**config.mk**
```make
export PLATFORM = sky130hd
export DESIGN_NAME = input_buffer
export DESIGN_NICKNAME = d
export VERILOG_FILES = /design/src/rtl/input_buffer.sv
export SDC_FILE = /design/constraint.sdc
export NUM_CORES = 1
export LEC_CHECK = 0
export CORE_UTILIZATION = 40
export CTS_BUF_LIST = sky130_fd_sc_hd__clkbuf_4
export CTS_CLUSTER_DIAMETER = 150
export DETAILED_ROUTE_END_ITERATION = 8
export PLACE_DENSITY_LB_ADDON = 0.12
export SYNTH_ARGS = -nofsm -noshare
export SYNTH_HDL_FRONTEND = slang
export SYNTH_SLANG_ARGS = --single-unit
export TNS_END_PERCENT = 50
```
**constraint.sdc**
```tcl
create_clock -name clk -period 4 [get_ports clk]
set_input_delay 0.6 -clock clk [delete_from_list [all_inputs] [get_ports clk]]
set_output_delay 0.6 -clock clk [all_outputs]
set_load 0.005 [all_outputs]
```
**src/rtl/input_buffer.sv**
```systemverilog
// input_buffer
// -----------------------------------------------------------------------------
// Input-group assembly stage between the input memory bus and the first hidden
// layer. One n-bit word is sampled per cycle while in_we is high. After sx
// words the complete group moves into a stable parallel register (x_vec) and
// x_valid rises. The next group can shift in while the consumer still holds
// the previous one.
//
// Optional feature (compile-time macro):
//   INBUF_CLAMP_EN - when defined, each sampled word is saturated to
//                    [-(1<<f), +(1<<f)] before it enters the shift stage.
//                    When undefined, words pass through bit-exact.
//
// Parameters:
//   sx  - words per group (>= 1)
//   n   - word width in bits
//   f   - fraction bits (only used by the clamp)
//   gw  - width of the completed-group counter
//
// Ports:
//   clk     - clock, rising edge
//   rst     - asynchronous reset, active low
//   flush   - synchronous clear of the partial group, x_valid and ovr
//   in_we   - sample din on this edge
//   din     - signed input word
//   x_take  - consumer accepts the current x_vec
//   x_vec   - assembled group, k-th sampled word at [k*n +: n]
//   x_valid - x_vec holds an unconsumed group
//   busy    - a partial group is in progress
//   ovr     - sticky overrun flag (group replaced before it was taken)
//   grp_cnt - completed groups modulo 2^gw
// -----------------------------------------------------------------------------
module input_buffer #(
    parameter int sx = 2,
    parameter int n  = 16,
    parameter int f  = 12,
    parameter int gw = 16
) (
    input  logic            clk,
    input  logic            rst,
    input  logic            flush,
    input  logic            in_we,
    input  logic [n-1:0]    din,
    input  logic            x_take,
    output logic [sx*n-1:0] x_vec,
    output logic            x_valid,
    output logic            busy,
    output logic            ovr,
    output logic [gw-1:0]   grp_cnt
);

    // The shift stage holds sx-1 words; for sx == 1 a single dummy word keeps
    // the declarations legal, it never reaches the output.
    localparam int SW = (sx > 1) ? (sx - 1) * n : n;
    localparam int CW = (sx > 1) ? $clog2(sx) : 1;
    localparam logic [CW-1:0] LAST = CW'(sx - 1);

`ifdef INBUF_CLAMP_EN
    localparam bit CLAMP_ON = 1'b1;
`else
    localparam bit CLAMP_ON = 1'b0;
`endif

    localparam logic signed [n-1:0] SAT_HI = n'(1 << f);
    localparam logic signed [n-1:0] SAT_LO = -SAT_HI;

    function automatic logic [n-1:0] saturate(input logic [n-1:0] w);
        logic signed [n-1:0] s;
        s = signed'(w);
        if (s > SAT_HI) begin
            return SAT_HI;
        end else if (s < SAT_LO) begin
            return SAT_LO;
        end
        return w;
    endfunction

    logic [CW-1:0]   cnt_q, cnt_d;
    logic [SW-1:0]   stage_q, stage_d;
    logic [sx*n-1:0] x_vec_q, x_vec_d;
    logic            x_valid_q, x_valid_d;
    logic            ovr_q, ovr_d;
    logic            busy_q, busy_d;
    logic [gw-1:0]   grp_cnt_q, grp_cnt_d;

    logic [n-1:0]    word_in;
    logic [SW-1:0]   stage_shift;
    logic [sx*n-1:0] full_grp;
    logic            complete;

    assign word_in  = CLAMP_ON ? saturate(din) : din;
    assign complete = in_we && (cnt_q == LAST);

    // Shift toward slot 0 with the new word on top, so the first sampled word
    // of a group always ends up in the lowest slot of x_vec.
    generate
        if (sx > 2) begin : g_shift_wide
            assign stage_shift = {word_in, stage_q[SW-1:n]};
        end else begin : g_shift_single
            assign stage_shift = word_in;
        end

        if (sx > 1) begin : g_full_multi
            assign full_grp = {word_in, stage_q};
        end else begin : g_full_single
            assign full_grp = word_in;
        end
    endgenerate

    always_comb begin
        cnt_d     = cnt_q;
        stage_d   = stage_q;
        x_vec_d   = x_vec_q;
        x_valid_d = x_valid_q;
        ovr_d     = ovr_q;
        grp_cnt_d = grp_cnt_q;

        if (flush) begin
            // flush wins over in_we and x_take; x_vec and grp_cnt are kept
            cnt_d     = '0;
            stage_d   = '0;
            x_valid_d = 1'b0;
            ovr_d     = 1'b0;
        end else begin
            if (in_we) begin
                stage_d = stage_shift;
                cnt_d   = complete ? '0 : cnt_q + CW'(1);
            end
            if (complete) begin
                // a new group replacing one that nobody took is an overrun
                x_vec_d   = full_grp;
                x_valid_d = 1'b1;
                grp_cnt_d = grp_cnt_q + gw'(1);
                if (x_valid_q && !x_take) begin
                    ovr_d = 1'b1;
                end
            end else if (x_take) begin
                x_valid_d = 1'b0;
            end
        end

        busy_d = (cnt_d != '0);
    end

    always_ff @(posedge clk or negedge rst) begin
        if (!rst) begin
            cnt_q     <= '0;
            stage_q   <= '0;
            x_vec_q   <= '0;
            x_valid_q <= 1'b0;
            ovr_q     <= 1'b0;
            busy_q    <= 1'b0;
            grp_cnt_q <= '0;
        end else begin
            cnt_q     <= cnt_d;
            stage_q   <= stage_d;
            x_vec_q   <= x_vec_d;
            x_valid_q <= x_valid_d;
            ovr_q     <= ovr_d;
            busy_q    <= busy_d;
            grp_cnt_q <= grp_cnt_d;
        end
    end

    assign x_vec   = x_vec_q;
    assign x_valid = x_valid_q;
    assign busy    = busy_q;
    assign ovr     = ovr_q;
    assign grp_cnt = grp_cnt_q;

endmodule

```
Yosys cells after proc, flatten, opt, wreduce, memory -nomap -nowiden:

Index checks and enable logic that the tools add are counted.
W data, S select, Z words.

* reductions and logical operators: 9
* mux-type cells: 11
* eq/ne operators: 0
* add/subtract/negate cells: 2
* div/mod/pow operators: 0
* order comparisons: 0
* bitwise logic cells: 1
* multipliers: 0
* shift operators: 0

Operators with widths (count)
* $mux W16: 2
* $add A16 B1 Y16 const B: 1
* $mux W1: 9
* $reduce_bool A2 Y1: 3
* $reduce_and A2 Y1: 2
* $reduce_bool A3 Y1: 1
* $logic_and A1 B1 Y1: 2
* $add A1 B1 Y1 const B: 1
* $logic_not A1 Y1: 1
* $not A1 Y1: 1

* register bits: 67
* word-level logic and storage cells: 29
* memories: 0
* input bits: 21
* output and inout bits: 51
* memory bits (writable): 0
* memory bits (read-only): 0
* bits in latches: 0

Logic depth before layout (Yosys ltp):

Gate-level depths: netlist of the first run.

* depth in word-level cells: 5
* depth in mapped cells: 6
* mapped depth without buffers: 5

Least setup slack after synthesis of the first run:

No wires, ideal clock.

* path kind: input -> register
* start point: input port in_we
* end point: register grp_cnt_q[12], in the netlist grp_cnt[12]
* setup slack: 2.372 ns
* data required time: 3.876 ns
* stages: 6
* arrival time: 1.505 ns
* buffers on the path: 2
* cells stage by stage: buf_4 > nand3b_4 > buf_6 > nor3_2 > nand4_1 > xnor2_1

* word-level cells in the longest chain between the ends: 2

Ends and longest elaborated chain
* start, declared: RTL line 42 `input logic in_we,`
* $logic_and A1 B1 Y1: RTL line 92 `assign complete = in_we && (cnt_q == LAST);`
* $reduce_and A2 Y1 (no source line)
* end signal, assigned: RTL line 161 `grp_cnt_q <= grp_cnt_d;`
* end, declared: RTL line 84 `logic [gw-1:0] grp_cnt_q, grp_cnt_d;`

Every way passes these cells.
A chain may end at the register's enable or synchronous reset.

Final worst setup path of the first run:

* start point: input port flush
* end point: register grp_cnt_q[15], in the netlist grp_cnt[15]

* word-level cells in the longest chain between the ends: 2

Ends and longest elaborated chain
* start, declared: RTL line 41 `input logic flush,`
* $not A1 Y1 (no source line)
* $reduce_and A2 Y1 (no source line)

Every way passes these cells.

==> summary.md, run 1 <==
| Metric | Value |
|---|---|
| FP Rows | 29 |
| Antenna violations before repair | 0 |
| Vias in the first global route | 1,750 |
| Unrepaired setup endpoints after global routing | no |
| Area Growth Syn to Fin | 32.6% |
| # setup viols final | 0 |
| CTS Root Cell | clkbuf_4 |
| Yosys warns | 0 |
| HPWL after DPL | ~3300 µm |
| Synth area leaders | dfrtp_1, mux2_2, mux2i_1, xnor2_1, nor2_1 |
| Gr ovfl total | 0 |
| Die Wd | 83.6 µm |
| Worst-margin pin slew | between 0.9 and 1 ns |
| Placed Instance Area | roughly 3400 µm² |
| Net count, final | 288 |
| Syn Area/Cell | about 14 µm² |
| Die ar. | about 7000 µm² |
| Cell taking the most area after synthesis | dfrtp_1 |
| Initial Utilization | between 40% and 50% |
| Cts-stage hold buffer count | 0 |
| Total number of vias | roughly 1,700 |
| Max Cap Viol | 0 |
| Clk buf depth | 2 |
| I/O pin total | a little over 70 |
| Commonest cells post-synth | dfrtp_1, mux2_2, nor2_1, mux2i_1, xnor2_1 |
| DR vias/cell | between 4 and 5 |
| Clock Sinks | 67 |
| CP startpoint kind | input pin |
| Power Density | 444 nW/µm² |
| DRC | 0 |
| Final max-slew violation count | 0 |
| LEAKAGE | ~1.6 nW |
| Syn Std Cell Area | 2670 µm² |
| Synth Net Count | 211 |
| H-Tree Level Count | 3 |
| Hold Crit Class | in2async |
| DR pass1 iterations | 4 |
| Fillers | approximately 560 |
| Clk_lat worst skew | approximately 0.38 ns |
| Wirelength per Cell | between 10 and 15 µm |
| Shortest period the worst path allows | around 2.4 ns |
| Classification of the worst setup path | in2reg |
| Share of cells above drive strength 1 | 20.1% |
| Design area | between 3000 and 4000 µm² |
| CP top delay family | simple AND/OR/NAND/NOR gates |
| Die Height | between 80 and 90 µm |
| Max Fclk | ~420 MHz |
| Status | finished clean |
| CP max FO | 43 |
| Worst EP arrival | between 2 and 3 ns |
| Core area | 6390 µm² |
| Global-route wire length before repair | 8750 µm |
| CTS tree | yes |
| Endpoints failing hold | 0 |
| Count of mapped cells out of synthesis | 189 |
| Routed WL | slightly below 5000 µm |
| Non-filler cells, final | 346 |
| CP Buf/Inv Count | 2 |
| Iteration-0 DRC Markers | 47 |
| Most instantiated library cell after synthesis | dfrtp_1 |
| Skew final | between 0.009 and 0.01 ns |
| Register area share after synthesis | between 60% and 70% |
| Register Area | between 1500 and 2000 µm² |
| # Post-CTS Setup Buffers | 0 |
| ANT nets after route | 0 |
| Total GRT Usage | between 10% and 20% |
| Crit share post-route | 59.1% |
| PostCTS Resize Cnt | 0 |
| CP required | between 4 and 5 ns |
| Crit path cell chain | clkdlybuf4s50_1 -> buf_4 -> nand3b_4 -> nor4_2 -> nand4_1 -> xnor2_1 |
| Number of distinct library cells after synthesis | 23 |
| Sum Neg Setup Slack | 0 ns |
| PortBufs | between 70 and 80 |
| #FFs+latches synth | 67 |
| Total CTS buffers | 9 |
| Gpl congestion | around 0.68 |
| Worst Hold Slack | 0.368 ns |
| Crit path capture type | flip-flop |
| Ys async rst share | 100% |
| Peak supply drop | approximately 0.21 mV |
| Antenna cells | 0 |
| Footprint of the multi-input gates | 932 µm² |
| Crit-path slowest cell | nand3b_4 |
| Max incr delay on CP | around 0.57 ns |
| Largest net degree at the start of global routing | between 40 and 50 |
| Post-synth EDFFs | 0 |
| Area share of the largest cell type after synthesis | about 63% |
| Clock slew at reported path FFs | roughly 0.10 ns |
| Top FF cell, synth | dfrtp_1 |
| Max_slew headroom | between 30% and 40% |
| Cell Count Post-Placement | between 300 and 400 |
[sequential cells by signal, summed over array words and instances, names as in the netlist]
name     flops
busy         1
x_vec       32
grp_cnt     16
ovr          1
x_valid      1
stage_q     16
[cells by family after synthesis]
group | synth area share [%]
AO/OA/AOI/OAI | 0.422
XOR/XNOR | 5.26
adder cells (fa/ha/maj) | 0.469
buffers and inverters | 2.16
flip-flops | 62.9
multiplexers | 19.9
AND/OR/NAND/NOR | 8.87
[power breakdown]
group | switching (mW) | total [mW] | internal, mW
registers | 0.0698 | 0.855 | 0.786
logic | 0.117 | 0.387 | 0.270
clock network | 0.213 | 0.327 | 0.114
[per-stage QoR]
| step | setup slack, ns | util [%] | power [mW] |
|---|---|---|---|
| 6_report | 1.64 | 55.3 | 1.57 |
| 5_1_grt | 1.57 | 55.3 | 1.68 |
| 4_1_cts | 1.64 | 55.3 | 1.60 |
| 3_5_place_dp | 1.21 | 53.9 | 1.26 |
| 3_3_place_gp | 1.26 | 53.9 | 1.26 |
| 2_1_floorplan | 2.37 | - | 0.997 |
[routing by layer]
layer  GRT usage, %  routed length [µm]  vias to the layer above
li1               -                   -                      801
met1           21.7                2400                      809
met2           22.9                2210                       52
met3           5.14                 297                        6
met4           7.86                  62                        0
met5              0                   0                        -
[final cells by class]
| cell class | instances | share of cell area, % |
|---|---|---|
| clock buffer | 9 | 1.91 |
| sequential | 67 | 47.4 |
| clock inverter | 5 | 0.637 |
| inverter | 3 | 0.319 |
| multi-input combinational | 111 | 26.4 |
| timing repair buffer | 74 | 20.6 |
| tap | 77 | 2.73 |
[layout by cell type (no fill, tap or decap), types with 2 or more instances in the layout]
| cell | instances |
|---|---|
| mux2i_1 | 16 |
| nor2_1 | 20 |
| clkinv_2 | 3 |
| clkdlybuf4s50_1 | 70 |
| nor3_2 | 3 |
| dfrtp_1 | 67 |
| xnor2_1 | 10 |
| nand2_1 | 3 |
| mux2_2 | 33 |
| and2_1 | 2 |
| buf_4 | 3 |
| clkbuf_4 | 9 |
| nand4_1 | 5 |
| and3_1 | 2 |
| xor2_1 | 6 |
| clkinv_1 | 2 |
| nand3_1 | 5 |
| inv_1 | 3 |
[worst paths after layout]
path | start | slack, ns | cells past startpoint | endpoint
min reg2reg | grp_cnt[15] | 0.48 | 1 | grp_cnt[15]
min | rst | 0.37 | 1 | x_vec[18]
max reg2reg | busy | 2.08 | 4 | grp_cnt[15]
min in group clk | grp_cnt[15] | 0.48 | 1 | grp_cnt[15]
max in group asynchronous | rst | 2.76 | 2 | x_vec[6]
max | flush | 1.64 | 6 | grp_cnt[15]
(Power assumes the default switching activity.)
==> inputs of run 2 (changes only) <==
- clock period: 4 -> 2.45 ns (I/O delays scaled with it)
==> run 2 against run 1 <==
Net effect: register-to-register slack worse by 1.2 ns; combinational power up 65%; total power up 81%; clock skew up 0.0040 ns; sequential cell count unchanged; worst hold slack better by 0.070 ns; critical path type is now reg2out.
==> summary.md, run 2 (synthesized netlist as in run 1, its figures left out) <==
| Metric | Value |
|---|---|
| Status | finished clean |
| Sw Share | between 20 and 25% |
| Total number of vias | 1,722 |
| Non-filler cells, final | 352 |
| Total GRT Usage | ~16% |
| Endpoints failing hold | 0 |
| Unrepaired setup endpoints after global routing | no |
| Seq pwr share | 49.2% |
| End-of-flow core utilization | roughly 57% |
| CTS Root Cell | clkbuf_4 |
| Share of cells above drive strength 1 | 21.8% |
| Clk_lat worst skew | around 0.40 ns |
| Fillers | 560 |
| Internal power | roughly 2.1 mW |
| Worst EP arrival | around 1.4 ns |
| Clk buf depth | 2 |
| Die Wd | 83.6 µm |
| R2R Setup Slk | around 0.9 ns |
| DR vias/cell | approximately 4.9 |
| Initial Utilization | between 40% and 50% |
| Clock slew at reported path FFs | approximately 0.12 ns |
| Cts-stage hold buffer count | 1 |
| Reg-to-Reg Start | busy |
| DRC | 0 |
| Vias in the first global route | 1,709 |
| Net count, final | ~290 |
| Number of flip-flops under the largest register name | 32 |
| Met3 WL | roughly 320 µm |
| Gr ovfl total | 0 |
| Max Fclk | around 570 MHz |
| CP startpoint kind | flip-flop |
| Classification of the worst setup path | reg2out |
| FP Rows | 29 |
| Antenna violations before repair | 0 |
| Crit path capture type | output pin |
| Routed WL | 5070 µm |
| CTS tree | yes |
| Skew final | roughly 0.013 ns |
| Largest net degree at the start of global routing | 27 |
| R2R depth | 4 |
| Sum Neg Setup Slack | 0 ns |
| Crit path cell chain | clkdlybuf4s50_1 |
| Worst-margin pin slew | roughly 0.47 ns |
| # setup viols final | 0 |
| H-Tree Level Count | 3 |
| Max_slew headroom | between 60% and 70% |
| CP top delay family | buffers and inverters |
| Most frequent cells in the layout | clkdlybuf4s50_1, dfrtp_1, mux2_2 |
| Met1 Wirelength | approximately 2300 µm |
| LEAKAGE | between 1.5 and 2 nW |
| Pre-CTS setup slack | about 0.4 ns |
| # Post-CTS Setup Buffers | 0 |
| CP Buf/Inv Count | 1 |
| Core area | between 6000 and 7000 µm² |
| PostCTS Resize Cnt | 0 |
| Reg-to-Reg End | grp_cnt[13] |
| Global-route wire length before repair | 8650 µm |
| Worst Hold Slack | between 0.4 and 0.5 ns |
| Sw power | 0.708 mW |
| CP required | 2.08 ns |
| Max Cap Viol | 0 |
| HPWL after DPL | approximately 3500 µm |
| Cell Count Post-Placement | between 300 and 400 |
| Clk pwr share | 28.4% |
| Hold Crit Class | in2async |
| Post-route setup slack | between 0.6 and 0.7 ns |
| ANT nets after route | 0 |
| Final max-slew violation count | 0 |
| Area Growth Syn to Fin | 36.4% |
| Max incr delay on CP | about 0.54 ns |
| DR pass1 iterations | 4 |
| Gpl congestion | 0.690 |
| CP max FO | 5 |
| Iteration-0 DRC Markers | 53 |
| Crit share post-route | 71.5% |
| Most common cell after layout, fill and taps aside | clkdlybuf4s50_1 |
| PortBufs | 71 |
| Die ar. | about 7000 µm² |
| Total CTS buffers | 9 |
| Met2 routed WL | 2300 µm |
| Comb pwr share | roughly 23% |
| Shortest period the worst path allows | roughly 1.8 ns |
| Top sig layer | met4 |
| Die Height | roughly 84 µm |
| Crit-path slowest cell | clkdlybuf4s50_1 |
| Power Density | 783 nW/µm² |
| Peak supply drop | 0.421 mV |
| Antenna cells | 0 |
| Wirelength per Cell | approximately 14 µm |
| Clock Sinks | 67 |
| I/O pin total | between 70 and 80 |
-- run 2: cell count changes in the layout (fill, tap and decap cells not counted), sizes merged --
cell	before	now
buf	4	7
bufinv	0	2
clkinv	5	3
clkinvlp	0	2
dlygate4sd3	0	1
-- run 2: power by group through the flow --
stage               Sequential (mW)  Clock, mW  Combinational (mW)
finish                         1.40      0.808               0.639
global route                   1.42      0.891               0.694
CTS                            1.40      0.834               0.652
detailed placement             1.42          0               0.648
global placement               1.42          0               0.640
floorplan                      1.42          0               0.208
-- run 2: per-stage QoR --
step / area (µm²) / total power [mW]
after floorplan: 2670 / 1.63
after global placement: 3470 / 2.06
after detailed placement: 3470 / 2.07
after CTS: 3640 / 2.89
after global routing: 3640 / 3.01
final: 3640 / 2.85
-- run 2: per-layer routing --
layer	up-vias	GRT usage, %
li1	810	-
met1	848	21.7
met2	53	23.3
met3	11	4.75
met4	0	7.86
met5	-	0
-- run 2: worst reg2reg max path: stages, from the launching register on --
cell      delay, ns
dfrtp_1        0.45
nand3b_4       0.29
nor3_2         0.40
nand4_1        0.17
xnor2_1        0.16
-- run 2: layout make-up --
type | instances | area (µm²) | area share, %
sequential | 67 | 1680 | 46.1
multi-input combinational | 111 | 932 | 25.6
timing repair buffer | 78 | 761 | 20.9
tap | 77 | 96.3 | 2.65
clock inverter | 7 | 92.6 | 2.55
clock buffer | 9 | 67.6 | 1.86
inverter | 3 | 11.3 | 0.310
-- run 2: worst max-delay path by stage --
stage                    start          end  slack [ns]  cells past startpoint
finish              grp_cnt[2]   grp_cnt[2]        0.70                      1
global route        grp_cnt[2]   grp_cnt[2]        0.63                      1
detailed placement       in_we  grp_cnt[15]        0.40                      5
CTS                 grp_cnt[5]   grp_cnt[5]        0.67                      1
global placement         in_we  grp_cnt[15]        0.43                      5
floorplan                in_we  grp_cnt[12]        1.05                      6
